<file path="config.mk">
export PLATFORM = sky130hd
export DESIGN_NAME = display_scan_mux
export DESIGN_NICKNAME = d
export VERILOG_FILES = /design/src/rtl/display_scan_mux_pkg.sv /design/src/rtl/display_scan_mux_tick_gen.sv /design/src/rtl/display_scan_mux.sv
export SDC_FILE = /design/constraint.sdc
export NUM_CORES = 1
export LEC_CHECK = 0
export BUFFER_PORTS_ARGS = -buffer_cell sky130_fd_sc_hd__buf_2
export CAP_MARGIN = 30
export CORE_MARGIN = 2
export CORE_UTILIZATION = 60
export CTS_CLUSTER_SIZE = 20
export DETAILED_ROUTE_END_ITERATION = 12
export PLACE_DENSITY = 0.87
export REMOVE_ABC_BUFFERS = 1
export SETUP_SLACK_MARGIN = 0.15
export SYNTH_ARGS = -nofsm -noshare
export SYNTH_HDL_FRONTEND = slang
export SYNTH_SLANG_ARGS = --single-unit
</file>
<file path="constraint.sdc">
create_clock -name clk -period 5.5 [get_ports clk]
set_input_delay 0.55 -clock clk [delete_from_list [all_inputs] [get_ports clk]]
set_output_delay 0.55 -clock clk [all_outputs]
set_load 0.02 [all_outputs]
</file>
<file path="src/rtl/display_scan_mux_pkg.sv">
// -----------------------------------------------------------------------------
// display_scan_mux_pkg
//
// Shared definitions for the 4-digit seven-segment display scan path.
// Holds the digit count, the all-anodes-off pattern, the default divisor
// values (also used by the clock-divider blocks) and small helpers that
// build the per-slot anode pattern.
// -----------------------------------------------------------------------------
package display_scan_mux_pkg;

    // Number of multiplexed digits on the display.
    localparam int NUM_DIGITS = 4;

    // Width of the slot index (0..NUM_DIGITS-1).
    localparam int IDX_W = $clog2(NUM_DIGITS);

    // Anode enables are active-low: all ones means every digit is dark.
    localparam logic [3:0] AN_ALL_OFF = 4'b1111;

    // Default divisors for a 100 MHz system clock.
    //  - refresh: 100000 cycles per digit slot -> 1 kHz per digit
    //  - blink  : 25000000 cycles per phase    -> 2 Hz blink
    localparam int DEF_REFRESH_DIV = 100000;
    localparam int DEF_BLINK_DIV   = 25000000;

    // Registered slot outputs, grouped so the next-state mux reads cleanly.
    typedef struct packed {
        logic [3:0] digit;
        logic [3:0] an;
        logic       dp_n;
    } slot_out_t;

    // Reset value of the slot outputs: dark display, digit 0, dp off.
    localparam slot_out_t SLOT_OUT_RESET = '{
        digit: 4'd0,
        an:    AN_ALL_OFF,
        dp_n:  1'b1
    };

    // Active-low one-hot anode pattern for slot k.
    function automatic logic [3:0] an_for_slot(input logic [IDX_W-1:0] k);
        logic [3:0] onehot;
        onehot = 4'b0001 << k;
        return ~onehot;
    endfunction

    // Bit offset of the nibble that belongs to slot k inside {d3,d2,d1,d0}.
    function automatic logic [3:0] nibble_lsb(input logic [IDX_W-1:0] k);
        return {k, 2'b00};
    endfunction

endpackage

</file>
<file path="src/rtl/display_scan_mux_tick_gen.sv">
// -----------------------------------------------------------------------------
// display_scan_mux_tick_gen
//
// Free-running prescaler that emits a one-cycle tick every DIV clock cycles.
// The counter runs 0..DIV-1 and tick is high during the terminal-count cycle,
// so the first tick arrives DIV cycles after reset is released. With DIV=1
// the counter is stuck at 0 and tick is high every cycle.
//
// Parameters
//   DIV   clock cycles per tick, >= 1
//
// Ports
//   clk   in   1   system clock
//   rst   in   1   synchronous, active-high reset (counter -> 0)
//   tick  out  1   high in the terminal-count cycle
// -----------------------------------------------------------------------------
module display_scan_mux_tick_gen #(
    parameter int DIV = 4
) (
    input  logic clk,
    input  logic rst,
    output logic tick
);

    // At least one bit so DIV=1 still gives a legal vector.
    localparam int CW = (DIV > 1) ? $clog2(DIV) : 1;

    // Exact terminal value; the counter wraps here, so it never overflows.
    localparam logic [CW-1:0] TC = CW'(DIV - 1);

    logic [CW-1:0] r_cnt;
    logic          w_tc;

    assign w_tc = (r_cnt == TC);
    assign tick = w_tc;

    always_ff @(posedge clk) begin
        if (rst) begin
            r_cnt <= '0;
        end else if (w_tc) begin
            r_cnt <= '0;
        end else begin
            r_cnt <= r_cnt + CW'(1);
        end
    end

endmodule

</file>
<file path="src/rtl/display_scan_mux.sv">
// -----------------------------------------------------------------------------
// display_scan_mux
//
// Time-multiplexes four 4-bit digit values onto the single shared
// seven_segment decoder and drives the active-low anode enables of the
// 4-digit display. Adds frame-coherent sampling (a shadow copy of the digits
// taken once per frame), per-digit blink for adjust mode, leading-zero
// blanking of the leftmost digit and decimal-point control.
//
// Parameters
//   REFRESH_DIV  clk cycles per digit slot, >= 1
//   BLINK_DIV    clk cycles per blink-phase toggle, >= 1
//
// Ports
//   clk          in   1   system clock
//   rst          in   1   synchronous, active-high reset
//   digits_in    in   16  {d3,d2,d1,d0}; d0 = rightmost digit, on an[0]
//   blink_mask   in   4   1 = digit blanks during the blink off-phase
//   dp_mask      in   4   1 = decimal point lit on that digit
//   blank_lead   in   1   1 = blank d3 when it equals 0
//   digit        out  4   value fed to seven_segment.digit
//   an           out  4   anode enables, active-low, one-hot-low or all 1
//   dp_n         out  1   decimal point, active-low
//   frame_start  out  1   one-cycle pulse on the edge that loads the shadow
// -----------------------------------------------------------------------------
module display_scan_mux
    import display_scan_mux_pkg::*;
#(
    parameter int REFRESH_DIV = DEF_REFRESH_DIV,
    parameter int BLINK_DIV   = DEF_BLINK_DIV
) (
    input  logic        clk,
    input  logic        rst,
    input  logic [15:0] digits_in,
    input  logic [3:0]  blink_mask,
    input  logic [3:0]  dp_mask,
    input  logic        blank_lead,
    output logic [3:0]  digit,
    output logic [3:0]  an,
    output logic        dp_n,
    output logic        frame_start
);

    // ------------------------------------------------------------------
    // Prescalers
    // ------------------------------------------------------------------
    logic w_refresh_tick;
    logic w_blink_tick;

    display_scan_mux_tick_gen #(
        .DIV (REFRESH_DIV)
    ) u_refresh_tick (
        .clk  (clk),
        .rst  (rst),
        .tick (w_refresh_tick)
    );

    display_scan_mux_tick_gen #(
        .DIV (BLINK_DIV)
    ) u_blink_tick (
        .clk  (clk),
        .rst  (rst),
        .tick (w_blink_tick)
    );

    // ------------------------------------------------------------------
    // State
    // ------------------------------------------------------------------
    logic [IDX_W-1:0] r_idx;          // slot currently on the display
    logic [15:0]      r_shadow;       // frame-coherent copy of digits_in
    logic             r_blink_phase;  // 1 = blink off-phase
    slot_out_t        r_out;          // registered digit/an/dp_n
    logic             r_frame_start;

    // ------------------------------------------------------------------
    // Next-slot computation (only committed on a refresh tick)
    // ------------------------------------------------------------------
    logic [IDX_W-1:0] w_next_idx;
    logic             w_frame_edge;
    logic [15:0]      w_src;
    logic [3:0]       w_next_digit;
    logic             w_lead_zero;
    logic             w_blanked;
    slot_out_t        w_next_out;

    assign w_next_idx   = r_idx + IDX_W'(1);

    // Leaving slot 3 means the next slot is 0 and a new frame begins.
    assign w_frame_edge = (r_idx == IDX_W'(NUM_DIGITS - 1));

    // Slot 0 of a new frame reads digits_in directly, because the shadow
    // register is being loaded on that very edge and would otherwise show
    // the previous frame's d0 for one slot.
    assign w_src        = w_frame_edge ? digits_in : r_shadow;

    assign w_next_digit = w_src[nibble_lsb(w_next_idx) +: 4];

    // Leading-zero test uses the d3 value that slot 3 will actually show,
    // i.e. the shadow copy, so the blanking decision stays frame-coherent.
    assign w_lead_zero  = (w_next_idx == IDX_W'(NUM_DIGITS - 1))
                        && blank_lead
                        && (w_src[15:12] == 4'd0);

    assign w_blanked    = (r_blink_phase && blink_mask[w_next_idx]) || w_lead_zero;

    always_comb begin
        w_next_out       = SLOT_OUT_RESET;
        // digit keeps its value even when blanked; the dark anodes hide it.
        w_next_out.digit = w_next_digit;
        w_next_out.an    = w_blanked ? AN_ALL_OFF : an_for_slot(w_next_idx);
        w_next_out.dp_n  = w_blanked | ~dp_mask[w_next_idx];
    end

    // ------------------------------------------------------------------
    // Registered scan state and outputs
    // ------------------------------------------------------------------
    always_ff @(posedge clk) begin
        if (rst) begin
            r_idx         <= '0;
            r_shadow      <= '0;
            r_blink_phase <= 1'b0;
            r_out         <= SLOT_OUT_RESET;
            r_frame_start <= 1'b0;
        end else begin
            r_frame_start <= 1'b0;

            if (w_blink_tick) begin
                r_blink_phase <= ~r_blink_phase;
            end

            if (w_refresh_tick) begin
                r_idx <= w_next_idx;
                r_out <= w_next_out;
                if (w_frame_edge) begin
                    r_shadow      <= digits_in;
                    r_frame_start <= 1'b1;
                end
            end
        end
    end

    assign digit       = r_out.digit;
    assign an          = r_out.an;
    assign dp_n        = r_out.dp_n;
    assign frame_start = r_frame_start;

endmodule

</file>
==> flow_metrics.py <==
metrics = {
    "synthesis": {
        "synth_cell_types": 43,
        "synthesized_area_um2": 3390,
        "yosys_warnings": 0,
        "fraction_of_synthesis_flops_using_an_asynchronous_set_or_reset_pin_pct": 0,
        "postSynthCellCount": 371,
        "ys_seq_elements": 71,
        "avgSynthCellArea_um2": 9.13,
        "synth_seq_area_share_pct": 42.0,
        "top_flip_flop_cell_by_instance_count_after_synthesis": "sky130_fd_sc_hd__dfxtp_1",
        "number_of_flops_mapped_to_enable_cells_by_yosys": 0,
    },
    "outcome": {
        "outcome": "complete, no violations",
    },
    "die": {
        "core_region_area_um2": 5470,
        "fp.dieArea_um2": 6260,
        "row_count": 27,
        "die_w_um": 79.1,
        "die-height_um": 79.1,
        "initial_core_util_pct": 61.9,
        "pin_count": 37,
    },
    "global_route": {
        "first_global_vias": 2653,
        "grt_most_used_layer": "met2",
        "grt_use_met2_pct": 38.6,
        "grt_antenna_before_repair": 0,
        "largest_net_degree_at_the_start_of_global_routing": 32,
        "globalRouteTotalUtil_pct": 24.0,
        "grt.overflow.total": 0,
        "grt_pass1_wl_um": 12000,
        "globalRouteMet3Util_pct": 4.89,
        "grt.met1_usage_pct": 30.9,
    },
    "route": {
        "drt_first_iter_violations": 226,
        "average_wire_per_cell_in_the_routed_design_um": 14.9,
        "drc_errors": 0,
        "route.final.wire_length_um": 7080,
        "vias": 2954,
        "ant_nets": 0,
        "drt-pass1-iter-count": 5,
        "drt-vias-per-instance": 6.21,
    },
    "critical_path": {
        "critical_path.startpoint_type": "flip-flop",
        "critical_path.max_fanout": 18,
        "worst-r2r-setup-slack_ps": 2680,
        "crit_slowest_cell": "sky130_fd_sc_hd__and3b_1",
        "critical_path_required_ps": 5750,
        "reg2reg_depth": 6,
        "timing.critical_path.cells": "ha_1 -> nor4bb_1 -> and3b_1 -> a21oi_1 -> buf_4 -> a22o_1",
        "critical_path_class": "reg2reg",
        "worstReg2RegStart": "u_refresh_tick.r_cnt[0]",
        "critPathMaxStageDelay_ps": 650,
        "crit_arrival_ps": 3060,
        "worstReg2RegEnd": "r_idx[1]",
        "critical_path.startpoint": "u_refresh_tick.r_cnt[0]",
        "end_kind": "flip-flop",
    },
    "sta": {
        "timing.max_slew.rel_slack_pct": 34.0,
        "timing.setup.tns_ps": 0,
        "timing_hold_violations_final": 0,
        "setup-violations-final": 0,
        "max_slew.worst_pin.slew_ps": 989,
        "final_report_max_slew_violation_count": 0,
        "grt_setup_unrepaired": "false",
        "maximum_clock_frequency_ghz": 0.355,
        "post-route-period-util_pct": 51.2,
        "fin_worst_skew_ps": 10.2,
        "finalCriticalPeriod_ps": 2820,
    },
    "clock_tree": {
        "hold_buffers": 0,
        "post_cts_resized": 0,
        "postCtsSetupRepairBufs": 0,
        "h-tree-depth": 3,
        "clock_path_buffers": 2,
        "numCtsBuffers": 9,
        "cts_root_buffer": "sky130_fd_sc_hd__clkbuf_8",
        "clkSlewWorstSetupHoldPaths_ps": 80,
        "clock_latency_reported_for_the_late_side_of_the_worst_skew_pair_ps": 350,
        "clock-sinks": 71,
        "tritoncts": "built",
    },
    "power_and_ir_drop": {
        "p_leak_uw": 0.00124,
        "ir_worst_vdd_mv": 0.176,
        "power_density_nw_per_um2": 241,
    },
    "final_layout": {
        "fin_area_um2": 3750,
        "multiInputGateArea_um2": 1810,
        "filler_cell_count": 416,
        "area_delta_synth_final_pct": 10.9,
        "register_area_um2": 1420,
        "ratio_of_cells_with_drive_above_1_in_the_final_layout_pct": 17.3,
        "antenna_cells_inserted": 0,
        "fin_nets": 433,
    },
    "placed_design": {
        "dp_hpwl_um": 4940,
        "io_buffers": 36,
        "routabilityCongestion": 0.874,
        "instance_area_after_placement_um2": 3590,
    },
    "hold_path": {
        "tightest_hold_check_type": "reg2reg",
        "timing.hold.worst.start": "dp_n",
        "min_to": "dp_n",
        "number_of_instances_on_the_worst_hold_path": 2,
    },
    "flow_run": {
        "cap_violations": 0,
    },
}
-- routing by layer --
metal | vias to the layer above | share of wire [%]
met5 | - | 0
met4 | 0 | 1.7
met3 | 9 | 5.9
met2 | 92 | 48
met1 | 1425 | 44
li1 | 1428 | -
-- Yosys cell counts, types with 5 or more instances --
cell / n / area [µm²]
sky130_fd_sc_hd__xnor2_1: 15 / 131
sky130_fd_sc_hd__mux4_2: 8 / 180
sky130_fd_sc_hd__or4_1: 7 / 52.6
sky130_fd_sc_hd__ha_1: 7 / 87.6
sky130_fd_sc_hd__dfxtp_1: 71 / 1420
sky130_fd_sc_hd__a32oi_1: 5 / 43.8
sky130_fd_sc_hd__nand4_1: 31 / 194
sky130_fd_sc_hd__nand2_1: 12 / 45.0
sky130_fd_sc_hd__clkbuf_1: 17 / 63.8
sky130_fd_sc_hd__o21ai_0: 23 / 115
sky130_fd_sc_hd__inv_1: 14 / 52.6
sky130_fd_sc_hd__o31ai_1: 6 / 45.0
sky130_fd_sc_hd__xor2_1: 8 / 70.1
sky130_fd_sc_hd__nand3_1: 13 / 65.1
sky130_fd_sc_hd__a21oi_1: 33 / 165
sky130_fd_sc_hd__mux2i_1: 11 / 110
sky130_fd_sc_hd__nor3_1: 7 / 35.0
sky130_fd_sc_hd__or3_1: 10 / 62.6
sky130_fd_sc_hd__nor2_1: 29 / 109
sky130_fd_sc_hd__nor4_1: 7 / 43.8
sky130_fd_sc_hd__o2bb2ai_1: 5 / 43.8
-- power by group --
group          leakage, µW  internal, µW  switching, µW
Clock            0.0000781           161            191
Sequential        0.000573           517           4.86
Combinational     0.000593          13.1           18.1
-- kinds of logic (layout without fill, tap and decap cells) --
family | after synthesis | after routing | synth area share, %
buffers and inverters | 37 | 70 | 4.43
adder cells (fa/ha/maj) | 7 | 7 | 2.59
flip-flops | 71 | 71 | 42.0
AO/OA/AOI/OAI | 77 | 77 | 13.4
AND/OR/NAND/NOR | 137 | 137 | 23.1
multiplexers | 19 | 19 | 8.57
XOR/XNOR | 23 | 23 | 5.95
-- metrics by stage --
step	setup slack, ps	power, µW	hold slack, ps	util (%)	instances
floorplan	2970	546	430	-	348
global placement	2800	563	435	65.4	459
detailed placement	2740	565	433	65.6	460
CTS	2730	914	449	68.6	476
global route	2530	942	472	68.6	476
finish	2680	905	452	68.6	476
-- worst max path at each step --
stage / endpoint / depth (start not counted)
final: r_idx[1] / 6
after global routing: dp_n / 5
after CTS: r_idx[1] / 6
after detailed placement: r_idx[1] / 6
after global placement: r_idx[1] / 5
after floorplan: r_shadow[0] / 5
-- sequential cells by signal, indices dropped and copies added (netlist names), 2 cells and up --
| register | flops |
|---|---|
| u_blink_tick.r_cnt | 25 |
| u_refresh_tick.r_cnt | 17 |
| r_shadow | 16 |
| an | 4 |
| digit | 4 |
| r_idx | 2 |
-- cell usage in the layout (no fill, tap or decap), types with 2 or more instances in the layout --
cell type | Yosys | routed
sky130_fd_sc_hd__dfxtp_1 | 71 | 71
sky130_fd_sc_hd__a32oi_1 | 5 | 5
sky130_fd_sc_hd__clkbuf_8 | 0 | 9
sky130_fd_sc_hd__nor2_1 | 29 | 29
sky130_fd_sc_hd__buf_4 | 0 | 4
sky130_fd_sc_hd__or3_1 | 10 | 10
sky130_fd_sc_hd__nand4_1 | 31 | 31
sky130_fd_sc_hd__and4_1 | 2 | 2
sky130_fd_sc_hd__nor4bb_1 | 2 | 2
sky130_fd_sc_hd__inv_1 | 14 | 14
sky130_fd_sc_hd__or4_1 | 7 | 7
sky130_fd_sc_hd__buf_2 | 3 | 36
sky130_fd_sc_hd__nor3_1 | 7 | 7
sky130_fd_sc_hd__nand2_1 | 12 | 12
sky130_fd_sc_hd__nand3_1 | 13 | 13
sky130_fd_sc_hd__a21oi_1 | 33 | 33
sky130_fd_sc_hd__o2bb2ai_1 | 5 | 5
sky130_fd_sc_hd__nor4_1 | 7 | 7
sky130_fd_sc_hd__xnor2_1 | 15 | 15
sky130_fd_sc_hd__o31ai_1 | 6 | 6
sky130_fd_sc_hd__and2_1 | 4 | 4
sky130_fd_sc_hd__clkinv_2 | 0 | 3
sky130_fd_sc_hd__and3_1 | 2 | 2
sky130_fd_sc_hd__xor2_1 | 8 | 8
sky130_fd_sc_hd__clkinvlp_4 | 0 | 3
sky130_fd_sc_hd__mux2i_1 | 11 | 11
sky130_fd_sc_hd__mux4_2 | 8 | 8
sky130_fd_sc_hd__o21ai_0 | 23 | 23
sky130_fd_sc_hd__nand2b_1 | 2 | 2
sky130_fd_sc_hd__ha_1 | 7 | 7
-- worst max-delay path, delay by kind of cell (launching register included) --
| family | cells | cell delay (ps) |
|---|---|---|
| AOI/OAI and AO/OA | 2 | 580 |
| buffers and inverters | 1 | 270 |
| and+or+nand+nor | 2 | 1050 |
| adders and majority gates | 1 | 390 |
| DFF | 1 | 430 |
-- cell type report --
class,count,area share (%)
Timing Repair Buffer,40,5.60
Multi-Input combinational cell,263,48.3
Inverter,14,1.40
Clock buffer,10,3.40
Sequential cell,71,37.9
Clock inverter,6,1.00
Tap cell,72,2.40
Note: power is estimated with default switching activity, not from simulation.
